==> src/rtl/a2d_rr_sched.sv <==
// -----------------------------------------------------------------------------
// a2d_rr_sched
//   Round-robin conversion scheduler for the shared ADC128S A2D behind the SPI
//   master. Each accepted nxt runs one two-transaction conversion on the current
//   channel (lft, rght, steer, batt), captures the 12-bit result into that
//   channel's register, and advances to the next channel.
//
// Ports
//   clk, rst_n       system clock, asynchronous active-low reset
//   nxt              single-cycle request to start the next conversion
//   done, rd_data    SPI master completion pulse and receive word
//   wrt, cmd         SPI transaction start pulse and transmit word
//   lft_ld, rght_ld, steer_pot, batt   latest 12-bit results
//   cnv_cmplt        pulses in the cycle a result register updates
//   busy             conversion in progress
//   wdog_err         sticky: a conversion was aborted waiting for done
// -----------------------------------------------------------------------------
// state | meaning
// IDLE  | waiting for nxt
// XMT1  | address transaction in flight, reply discarded
// GAP   | idle spacing before the read transaction
// XMT2  | read transaction in flight, reply is the result
// -----------------------------------------------------------------------------
module a2d_rr_sched #(
  parameter int unsigned GAP_CYCLES  = 2,
  parameter int unsigned WDOG_CYCLES = 4096,
  parameter logic [2:0]  CH_LFT      = 3'd0,
  parameter logic [2:0]  CH_RGHT     = 3'd4,
  parameter logic [2:0]  CH_STEER    = 3'd5,
  parameter logic [2:0]  CH_BATT     = 3'd6
) (
  input  logic        clk,
  input  logic        rst_n,
  input  logic        nxt,
  input  logic        done,
  input  logic [15:0] rd_data,
  output logic        wrt,
  output logic [15:0] cmd,
  output logic [11:0] lft_ld,
  output logic [11:0] rght_ld,
  output logic [11:0] steer_pot,
  output logic [11:0] batt,
  output logic        cnv_cmplt,
  output logic        busy,
  output logic        wdog_err
);

  localparam int unsigned GW = (GAP_CYCLES > 1) ? $clog2(GAP_CYCLES) : 1;
  localparam int unsigned WW = $clog2(WDOG_CYCLES);

  typedef enum logic [1:0] {IDLE, XMT1, GAP, XMT2} state_t;

  state_t        state_q, state_d;
  logic [1:0]    ptr_q, ptr_d;
  logic [GW-1:0] gap_cnt_q, gap_cnt_d;
  logic [WW-1:0] wdog_cnt_q, wdog_cnt_d;
  logic          wrt_q, wrt_d;
  logic [15:0]   cmd_q, cmd_d;
  logic [11:0]   lft_q, lft_d;
  logic [11:0]   rght_q, rght_d;
  logic [11:0]   steer_q, steer_d;
  logic [11:0]   batt_q, batt_d;
  logic          cnv_cmplt_q, cnv_cmplt_d;
  logic          wdog_err_q, wdog_err_d;
  logic [2:0]    ch_sel;

  // Only the low 12 bits of the SPI reply carry the conversion.
  logic unused_rd_hi;
  assign unused_rd_hi = ^rd_data[15:12];

  always_comb begin
    case (ptr_q)
      2'd0:    ch_sel = CH_LFT;
      2'd1:    ch_sel = CH_RGHT;
      2'd2:    ch_sel = CH_STEER;
      default: ch_sel = CH_BATT;
    endcase
  end

  always_comb begin
    state_d     = state_q;
    ptr_d       = ptr_q;
    gap_cnt_d   = gap_cnt_q;
    wdog_cnt_d  = wdog_cnt_q;
    wrt_d       = 1'b0;
    cmd_d       = cmd_q;
    lft_d       = lft_q;
    rght_d      = rght_q;
    steer_d     = steer_q;
    batt_d      = batt_q;
    cnv_cmplt_d = 1'b0;
    wdog_err_d  = wdog_err_q;

    case (state_q)
      IDLE: begin
        // A done arriving here is stale and deliberately ignored.
        if (nxt) begin
          state_d    = XMT1;
          wrt_d      = 1'b1;
          cmd_d      = {2'b00, ch_sel, 11'h000};
          wdog_cnt_d = WW'(WDOG_CYCLES - 1);
        end
      end
      XMT1: begin
        if (done) begin
          state_d   = GAP;
          gap_cnt_d = GW'(GAP_CYCLES - 1);
        end else if (wdog_cnt_q == '0) begin
          state_d    = IDLE;
          wdog_err_d = 1'b1;
        end else begin
          wdog_cnt_d = wdog_cnt_q - WW'(1);
        end
      end
      GAP: begin
        if (gap_cnt_q == '0) begin
          state_d    = XMT2;
          wrt_d      = 1'b1;
          wdog_cnt_d = WW'(WDOG_CYCLES - 1);
        end else begin
          gap_cnt_d = gap_cnt_q - GW'(1);
        end
      end
      XMT2: begin
        if (done) begin
          case (ptr_q)
            2'd0:    lft_d   = rd_data[11:0];
            2'd1:    rght_d  = rd_data[11:0];
            2'd2:    steer_d = rd_data[11:0];
            default: batt_d  = rd_data[11:0];
          endcase
          cnv_cmplt_d = 1'b1;
          ptr_d       = ptr_q + 2'd1;
          state_d     = IDLE;
        end else if (wdog_cnt_q == '0) begin
          // Abort leaves pointer and results untouched so the channel is retried.
          state_d    = IDLE;
          wdog_err_d = 1'b1;
        end else begin
          wdog_cnt_d = wdog_cnt_q - WW'(1);
        end
      end
      default: state_d = IDLE;
    endcase
  end

  always_ff @(posedge clk or negedge rst_n) begin
    if (!rst_n) begin
      state_q     <= IDLE;
      ptr_q       <= 2'd0;
      gap_cnt_q   <= '0;
      wdog_cnt_q  <= '0;
      wrt_q       <= 1'b0;
      cmd_q       <= 16'h0000;
      lft_q       <= 12'h000;
      rght_q      <= 12'h000;
      steer_q     <= 12'h000;
      batt_q      <= 12'h000;
      cnv_cmplt_q <= 1'b0;
      wdog_err_q  <= 1'b0;
    end else begin
      state_q     <= state_d;
      ptr_q       <= ptr_d;
      gap_cnt_q   <= gap_cnt_d;
      wdog_cnt_q  <= wdog_cnt_d;
      wrt_q       <= wrt_d;
      cmd_q       <= cmd_d;
      lft_q       <= lft_d;
      rght_q      <= rght_d;
      steer_q     <= steer_d;
      batt_q      <= batt_d;
      cnv_cmplt_q <= cnv_cmplt_d;
      wdog_err_q  <= wdog_err_d;
    end
  end

  assign wrt       = wrt_q;
  assign cmd       = cmd_q;
  assign lft_ld    = lft_q;
  assign rght_ld   = rght_q;
  assign steer_pot = steer_q;
  assign batt      = batt_q;
  assign cnv_cmplt = cnv_cmplt_q;
  assign busy      = (state_q != IDLE);
  assign wdog_err  = wdog_err_q;

endmodule

==> config.mk <==
export PLATFORM = sky130hd
export DESIGN_NAME = a2d_rr_sched
export DESIGN_NICKNAME = d
export VERILOG_FILES = /design/src/rtl/a2d_rr_sched.sv
export SDC_FILE = /design/constraint.sdc
export NUM_CORES = 1
export LEC_CHECK = 0
export CAP_MARGIN = 25
export CORE_MARGIN = 3
export CORE_UTILIZATION = 47
export DETAILED_ROUTE_END_ITERATION = 16
export GPL_ROUTABILITY_DRIVEN = 0
export PLACE_DENSITY = 0.85
export SETUP_SLACK_MARGIN = 0.4
export SYNTH_ARGS = -nofsm -noshare
export SYNTH_HDL_FRONTEND = slang
export SYNTH_SLANG_ARGS = --single-unit
==> constraint.sdc <==
create_clock -name clk -period 2.3 [get_ports clk]
set_clock_uncertainty 0.1 [all_clocks]
set_input_delay 0.46 -clock clk [delete_from_list [all_inputs] [get_ports clk]]
set_output_delay 0.46 -clock clk [all_outputs]
set_load 0.1 [all_outputs]
# == Word-level counts from Yosys, hierarchy flattened ==
# Cells that the tools add are included.
# word_totals
ff_bits,71
out_inout_bits,68
elab_cells,64
# op_classes
n_addsub,3
eq_ne,10
n_mux,20
bitwise,2
reduce_logical,17
# op_table
cell,count
$mux 12,4
$pmux 12 s3,1
$reduce_and 3->1,5
$logic_not 12->1,1
$sub 12x1->12 const B,1
$mux 2,5
$ne 2x2->1 const B,5
$pmux 3 s3,1
$pmux 2 s4,1
$reduce_and 2->1,4
$eq 2x2->1 const B,3
$mux 1,6
$eq 2x1->1 const B,2
$logic_not 2->1,2
$pmux 1 s2,2
$reduce_and 4->1,1
$reduce_bool 2->1,2
$reduce_or 3->1,1
$add 2x1->2 const B,1
$not 1->1,2
$reduce_or 2->1,1
$sub 1x1->1 const B,1

# == Logic depth before layout (Yosys ltp) ==
# Gate-level depths: netlist of run 1.
# depth
word_depth,4
depth_mapped,7
depth_no_buf,6

# == Worst setup path after synthesis of run 1 ==
# No wires, ideal clock.
# synth_timing
path_type,reg2out
startpoint,register state_q[0]
endpoint,output port busy
arrival_ps,1300
required_time_ps,1740
setup_slack_ps,440
stages_incl_launch_ff,4
path_buffers,1
cell_sequence,dfrtp_1 > clkbuf_1 > nor2_1 > inv_1
# synth_between
elab_chain_len,1
# synth_rtl
element,line_no,source
from (decl),53,"state_t state_q, state_d;"
from (signal assigned),162,state_q <= state_d;
$reduce_bool 2->1,184,assign busy = (state_q != IDLE);
to (decl),44,"output logic busy,"
# No other way between the ends.

# == Worst setup path in the final report of run 1 ==
# layout_timing
startpoint,register wdog_cnt_q[0]
endpoint,register wdog_cnt_q[7]
# layout_between
elab_chain_len,4
elab_cells_between_ends,7
# layout_rtl
element,line_no,source
from (decl),56,"logic [WW-1:0] wdog_cnt_q, wdog_cnt_d;"
from (signal assigned),165,wdog_cnt_q <= wdog_cnt_d;
$sub 12x1->12,"112, 140",
$mux 12,"108, 135",
$mux 12,125,if (done) begin
$pmux 12 s3,94,case (state_q)
# Several ways; a longest one is shown, not always the timed one. The select of a mux whose other input is x is not followed.
# A chain may end at the register's enable or synchronous reset.

==> results of run 1 <==
[routing by layer]
layer / up-vias / wire [um] / part of all wire [%] / track usage, %
met2: 65 / 3649 / 52 / 32.30
met5: - / 0 / 0 / 0
met1: 1069 / 2880 / 41 / 22.85
met3: 10 / 311 / 4.5 / 3.690
li1: 1005 / - / - / -
met4: 0 / 122 / 1.8 / 6.834
[logic make-up (layout without fill, tap and decap cells)]
group                      after synthesis  in the layout
other                                    1             13
and+or+nand+nor                         48             48
DFF                                     71             71
xor gates and xnor gates                 1              1
muxes                                   52             52
AOI/OAI and AO/OA                       29             29
buffers and inverters                   28            109
adders and majority gates                5              5
[final cells by class]
| class | count | area [um2] |
|---|---|---|
| clock buffer | 10 | 137.6 |
| clock inverter | 6 | 115.1 |
| fill | 449 | 1959 |
| inverter | 6 | 22.52 |
| multi-input combinational | 148 | 1262 |
| sequential | 71 | 1779 |
| tap | 75 | 93.84 |
| timing repair buffer | 87 | 760.7 |
[worst max-delay path, stage by stage, from the launching register on]
cell and delay (ns):
dfrtp_1 0.43, or4_4 0.56, a311oi_4 0.35, a21boi_2 0.10, a311o_1 0.27
[sequential cells by signal, summed over array words and instances, names as in the netlist]
name        cells
steer_pot      12
lft_ld         12
wdog_cnt_q     12
wrt             1
ptr_q           2
batt           12
cmd             3
cnv_cmplt       1
wdog_err        1
gap_cnt_q       1
state_q         2
rght_ld        12
[how the worst max path moves through the flow]
| stage | start | end | slack [ns] | cells past startpoint |
|---|---|---|---|---|
| 6_report | wdog_cnt_q[0]$_DFFE_PN0P_ | wdog_cnt_q[7]$_DFFE_PN0P_ | 0.40 | 4 |
| 5_1_grt | wdog_cnt_q[0]$_DFFE_PN0P_ | wdog_cnt_q[7]$_DFFE_PN0P_ | 0.34 | 4 |
| 4_1_cts | wdog_cnt_q[2]$_DFFE_PN0P_ | wdog_cnt_q[7]$_DFFE_PN0P_ | 0.38 | 4 |
| 3_5_place_dp | done | wdog_cnt_q[7]$_DFFE_PN0P_ | 0.06 | 5 |
| 3_3_place_gp | done | wdog_cnt_q[7]$_DFFE_PN0P_ | 0.13 | 5 |
| 2_1_floorplan | state_q[0]$_DFFE_PN0P_ | busy | 0.44 | 3 |
[per-stage QoR]
stage	hold slack, ns	setup slack, ns	util (%)	area, um2	cells
4_1_cts	0.008631	0.3755	67.02	4109	402
3_5_place_dp	0.3668	0.06336	62.22	3815	382
2_1_floorplan	0.06441	0.4397	-	3138	247
5_1_grt	0.03916	0.3353	68.04	4172	403
6_report	0.004985	0.3984	68.04	4172	403
3_3_place_gp	0.3625	0.1262	62.22	3815	382
[Yosys cell counts (2+ instances only)]
cell type | n | area share [%]
dfrtp_1 | 71 | 57
buf_2 | 7 | 1.1
nand2b_1 | 2 | 0.40
a311oi_1 | 5 | 1.4
a41oi_1 | 4 | 1.1
inv_1 | 6 | 0.73
mux2i_1 | 2 | 0.65
nand3_1 | 2 | 0.32
a21oi_1 | 3 | 0.49
a211oi_1 | 2 | 0.49
buf_4 | 13 | 3.2
nor2b_1 | 6 | 1.2
clkbuf_1 | 2 | 0.24
o21ai_0 | 4 | 0.65
a31oi_1 | 4 | 0.81
nor3_1 | 3 | 0.49
nand2_1 | 10 | 1.2
nor4_1 | 2 | 0.40
nor2_1 | 10 | 1.2
ha_1 | 5 | 2.0
mux2_2 | 50 | 18
nand4_1 | 5 | 1.0
[repair_timing]
| action | in CTS | in global routing |
|---|---|---|
| pin swaps | 4 | 5 |
| buffers inserted | 4 | 1 |
| gates resized for setup | 3 | 10 |
| setup endpoints to repair | 6 | 34 |
==> flow_summary_export.csv, run 1 <==
group,metric,value,unit
yosys,synth-edff-count,0,
yosys,netlist_instances,235,
cts,clk_latency,0.33,ns
detailed_routing,wire_per_inst,17.28,um
critical_path,timing.rr.end,"wdog_cnt_q[7]$_DFFE_PN0P_",
critical_path,critPathMaxFanout,5,
run_status,status,"finished, final reports clean",
critical_path,endpoint_kind,"flop",
layout,antenna_cells_inserted,0,
global_route,grt.overflow.total,0,
die,std_cell_rows,28,
cts,cts-root-to-sink-buffers,2,
die,floorplan.core_area,6131,um2
global_route,antenna_found_initial,0,
yosys,synth.avg_cell_area,13.16,um2
detailed_routing,detailroute.via_count,2149,
detailed_routing,drt_iter0_drc,116,
detailed_routing,avgViaCountPerCell,5.333,
critical_path,worstSetupStartpointType,"flop",
yosys,postSynthRegisterBits,71,
yosys,postSynth.topFlopCell,"dfrtp_1",
die,io_pins,88,
cts,ctsHtreeMaxLevel,3,
global_route,grt_usage,18.57,%
global_route,first_pass_grt_wire_length,10900,um
yosys,ys.warnings.count,0,
layout,layout.cells.most_common,"dfrtp_1",
yosys,synth_compound_area_share,7.686,%
yosys,synth.area.mux_share,18.85,%
critical_path,setup.worst_path.class,"flop to flop",
cts,cts_bufs_inserted,9,
timing,timing.final.crit_period,1.902,ns
cts,clock_sinks,71,
cts,tritoncts,"done",
critical_path,worst_ep_arrival_time,2.02,ns
timing,timing.max_slew.rel_slack,63.86,%
timing,grt_setup_unrepaired,"yes",
yosys,largest_family_of_logic_cells_by_synthesized_area,"multiplexers",
timing,finalSetupViolations,0,
place,io_buffers,70,
timing,timing.setup.tns,0,ns
critical_path,cp_data_required_time,2.42,ns
hold_path,hold_path.class,"primary input to asynchronous set/reset pin",
yosys,synth-adder-area-share,2.023,%
cts,root_buffer,"clkbuf_8",
critical_path,cells_on_worst_reg2reg_path,4,
global_route,grt_start_max_net_pins,28,
critical_path,regToRegSetupSlack,0.40,ns
yosys,post_synth_and_or_nand_nor_area_fraction,8.333,%
timing,timing_max_transition_violations_final,0,
die,die_h,87.12,um
cts,number_of_hold_buffers_added_after_cts,0,
timing,max_freq,525.9,MHz
timing,transition_time_of_the_tightest_slew_check_pin,0.5421,ns
layout,layout-drive-gt1-share,47.26,%
die,fp.dieW,87.12,um
yosys,synth.lib_cells_used.distinct,39,
layout,finalNetCount,348,
detailed_routing,wl,6962,um
layout,layout_overhead_on_the_synthesized_area,34.87,%
die,fp.dieArea,7590,um2
yosys,synth-async-reset-ratio,100.0,%
die,floorplan.initialDensity,50.45,%
yosys,mappedNetlistArea,3093,um2
flow_run,maxCapViolCount,0,
yosys,xor_xnor_portion_of_the_synthesized_cell_area,0.2832,%
detailed_routing,postRouteAntennaNets,0,
timing,hold_violations,0,
detailed_routing,firstDrtPassIters,4,
place,place.detailed.hpwl,4885,um
yosys,synth-seq-area-share,57.44,%
critical_path,rr_startpoint,"wdog_cnt_q[0]$_DFFE_PN0P_",
global_route,grt_pass1_vias,2219,
cts,clock_pin_slew_reported_for_the_worst_setup_and_hold_paths_after_clock_tree_synthesis,0.08,ns
layout,mostFrequentLayoutCells,"69 x dfrtp_1, 66 x buf_4, 50 x mux2_2",
timing,final_cycle_utilization_of_the_critical_path,82.68,%
detailed_routing,drc,0,
Power of run 1 is not shown: default switching activity piles up to over one toggle a cycle in this logic, so the estimate is an artifact.
==> run 2, diff against run 1 <==
Settings changed: CORE_UTILIZATION 47 to 43, PLACE_DENSITY 0.85 to 0.82.
Clock period 2.3 ns to 1.7 ns, I/O delays scaled along.
==> flow_summary_export.csv, run 2 (same netlist as run 1, synthesis figures left out) <==
group,metric,value,unit
run_status,status,"finished, violations left",
run_status,violations,"setup timing",
layout,post_layout_nonfiller_instances,481,
critical_path,timing.rr.end,"wdog_cnt_q[7]$_DFFE_PN0P_",
timing,timing.final.crit_period,1.901,ns
timing,grt_setup_unrepaired,"yes",
cts,tritoncts,"done",
hold_path,hold_path.startpoint,"nxt",
cts,clock_pin_slew_reported_for_the_worst_setup_and_hold_paths_after_clock_tree_synthesis,0.08,ns
critical_path,endpoint_kind,"flop",
die,fp.dieW,90.81,um
critical_path,timing.critical_path.max_delay_family,"simple AND/OR/NAND/NOR gates",
global_route,grt_pass1_vias,2717,
layout,layout-drive-gt1-share,74.55,%
detailed_routing,detailroute.via_count,2559,
global_route,antenna_found_initial,0,
detailed_routing,avgViaCountPerCell,5.320,
die,floorplan.initialDensity,45.03,%
cts,ctsHtreeMaxLevel,3,
timing,worst_hold_slack_after_final_layout,0.2947,ns
critical_path,worstPathBufferInverterCount,1,
cts,cts-root-to-sink-buffers,2,
layout,utilization,84.54,%
die,std_cell_rows,30,
cts,clk_latency,0.36,ns
detailed_routing,wl,10420,um
critical_path,cp_slowest_cell,"or4_4",
timing,fin_ws,-0.2009,ns
layout,finish.instance_area,5807,um2
place,placement.cell_area,4906,um2
critical_path,critPathMaxFanout,3,
place,place.detailed.hpwl,5494,um
detailed_routing,drc,0,
timing,timing_max_transition_violations_final,0,
cts,cts_bufs_inserted,9,
global_route,grt_usage,25.01,%
layout,multi_input_area,1698,um2
layout,layout.cells.most_common,"buf_12",
global_route,first_pass_grt_wire_length,15890,um
global_route,grt.overflow.total,0,
die,floorplan.core_area,6869,um2
timing,finalSetupViolations,13,
layout,layout_overhead_on_the_synthesized_area,87.74,%
place,place_inst,418,
hold_path,hold_path.class,"primary input to flop",
layout,num-fill-cells,292,
critical_path,critical_path.max_stage_delay,0.57,ns
critical_path,setup.worst_path.class,"flop to flop",
place,io_buffers,70,
critical_path,cell_breakdown_of_the_critical_path,"or4_4, a311oi_4, buf_4, a21boi_2, a311o_1",
layout,finalNetCount,405,
critical_path,worstSetupStartpointType,"flop",
detailed_routing,wire_per_inst,21.67,um
critical_path,regToRegSetupSlack,-0.20,ns
layout,sequential_cell_area,1847,um2
die,io_pins,88,
layout,mostFrequentLayoutCells,"61 x buf_12, 56 x dfrtp_2, 50 x mux2_4",
timing,max_freq,526.1,MHz
detailed_routing,postRouteAntennaNets,0,
hold_path,hold-path-endpoint,"cmd[13]$_DFFE_PN0P_",
layout,antenna_cells_inserted,0,
die,fp.dieArea,8246,um2
hold_path,worstHoldPathCells,3,
critical_path,cells_on_worst_reg2reg_path,5,
global_route,grt_start_max_net_pins,72,
die,die_h,90.81,um
critical_path,worst_ep_arrival_time,2.04,ns
cts,root_buffer,"clkbuf_8",
critical_path,rr_startpoint,"wdog_cnt_q[1]$_DFFE_PN0P_",
detailed_routing,drt_iter0_drc,122,
critical_path,cp_data_required_time,1.84,ns
cts,clock_sinks,71,
detailed_routing,firstDrtPassIters,4,
flow_run,maxCapViolCount,0,
timing,hold_violations,0,
timing,final_cycle_utilization_of_the_critical_path,111.8,%
[run 2: changes by cell type in the layout (fill, tap and decap cells not counted), sizes merged, moves of 2 or more]
cell,previous run,this run
buf,73,125
bufinv,3,1
clkinvlp,1,3
nand2,10,14
[run 2: stage by stage]
step | setup slack (ns) | TNS [ns]
global placement | -0.2903 | -13.71
finish | -0.2009 | -1.256
global route | -0.2389 | -2.752
detailed placement | -0.3519 | -15.67
floorplan | -0.1346 | -0.2786
CTS | -0.1814 | -0.7493
[run 2: routing by layer]
metal | global-route usage, % | wire length (um) | vias up | share of wire [%]
met4 | 8.668 | 123 | 0 | 1.2
li1 | - | - | 1118 | -
met2 | 41.69 | 5422 | 119 | 52
met5 | 0 | 0 | - | 0
met3 | 5.417 | 460 | 11 | 4.4
met1 | 32.27 | 4416 | 1311 | 42
[run 2: what timing repair did]
item                                    in CTS  in global routing
hold buffers                                 1                  0
pin swaps                                    6                  6
gates cloned                                 6                  0
buffers inserted                            26                 14
endpoints found under the setup margin     124                125
gates resized for setup                     45                 13
hold endpoints to repair                    71                  0
[run 2: worst max path at each step]
| stage | end | startpoint | depth (start not counted) | slack [ns] |
|---|---|---|---|---|
| 6_report | wdog_cnt_q[7]$_DFFE_PN0P_ | wdog_cnt_q[1]$_DFFE_PN0P_ | 5 | -0.20 |
| 5_1_grt | wdog_cnt_q[11]$_DFFE_PN0P_ | wdog_cnt_q[0]$_DFFE_PN0P_ | 5 | -0.24 |
| 4_1_cts | wdog_cnt_q[7]$_DFFE_PN0P_ | wdog_cnt_q[1]$_DFFE_PN0P_ | 5 | -0.18 |
| 3_5_place_dp | wdog_cnt_q[11]$_DFFE_PN0P_ | done | 6 | -0.35 |
| 3_3_place_gp | wdog_cnt_q[11]$_DFFE_PN0P_ | done | 6 | -0.29 |
| 2_1_floorplan | wdog_cnt_q[7]$_DFFE_PN0P_ | wdog_cnt_q[1]$_DFFE_PN0P_ | 4 | -0.13 |
[run 2: worst register-to-register path: cells and delay by family, from the launching register on]
kind / cells / cell delay [ns]
compound gates: 3 / 0.55
flops: 1 / 0.41
buf+inv: 1 / 0.16
simple gates: 1 / 0.57
[run 2: layout make-up]
class,instances,area share (%)
repair buffers,140,33.07
clock inverters,6,1.164
multi-input cells,152,29.24
inverters,6,0.4525
clock buffers,10,2.198
flip-flops and latches,71,31.80
well taps,96,2.069
Power of run 2 is left out for the same reason.
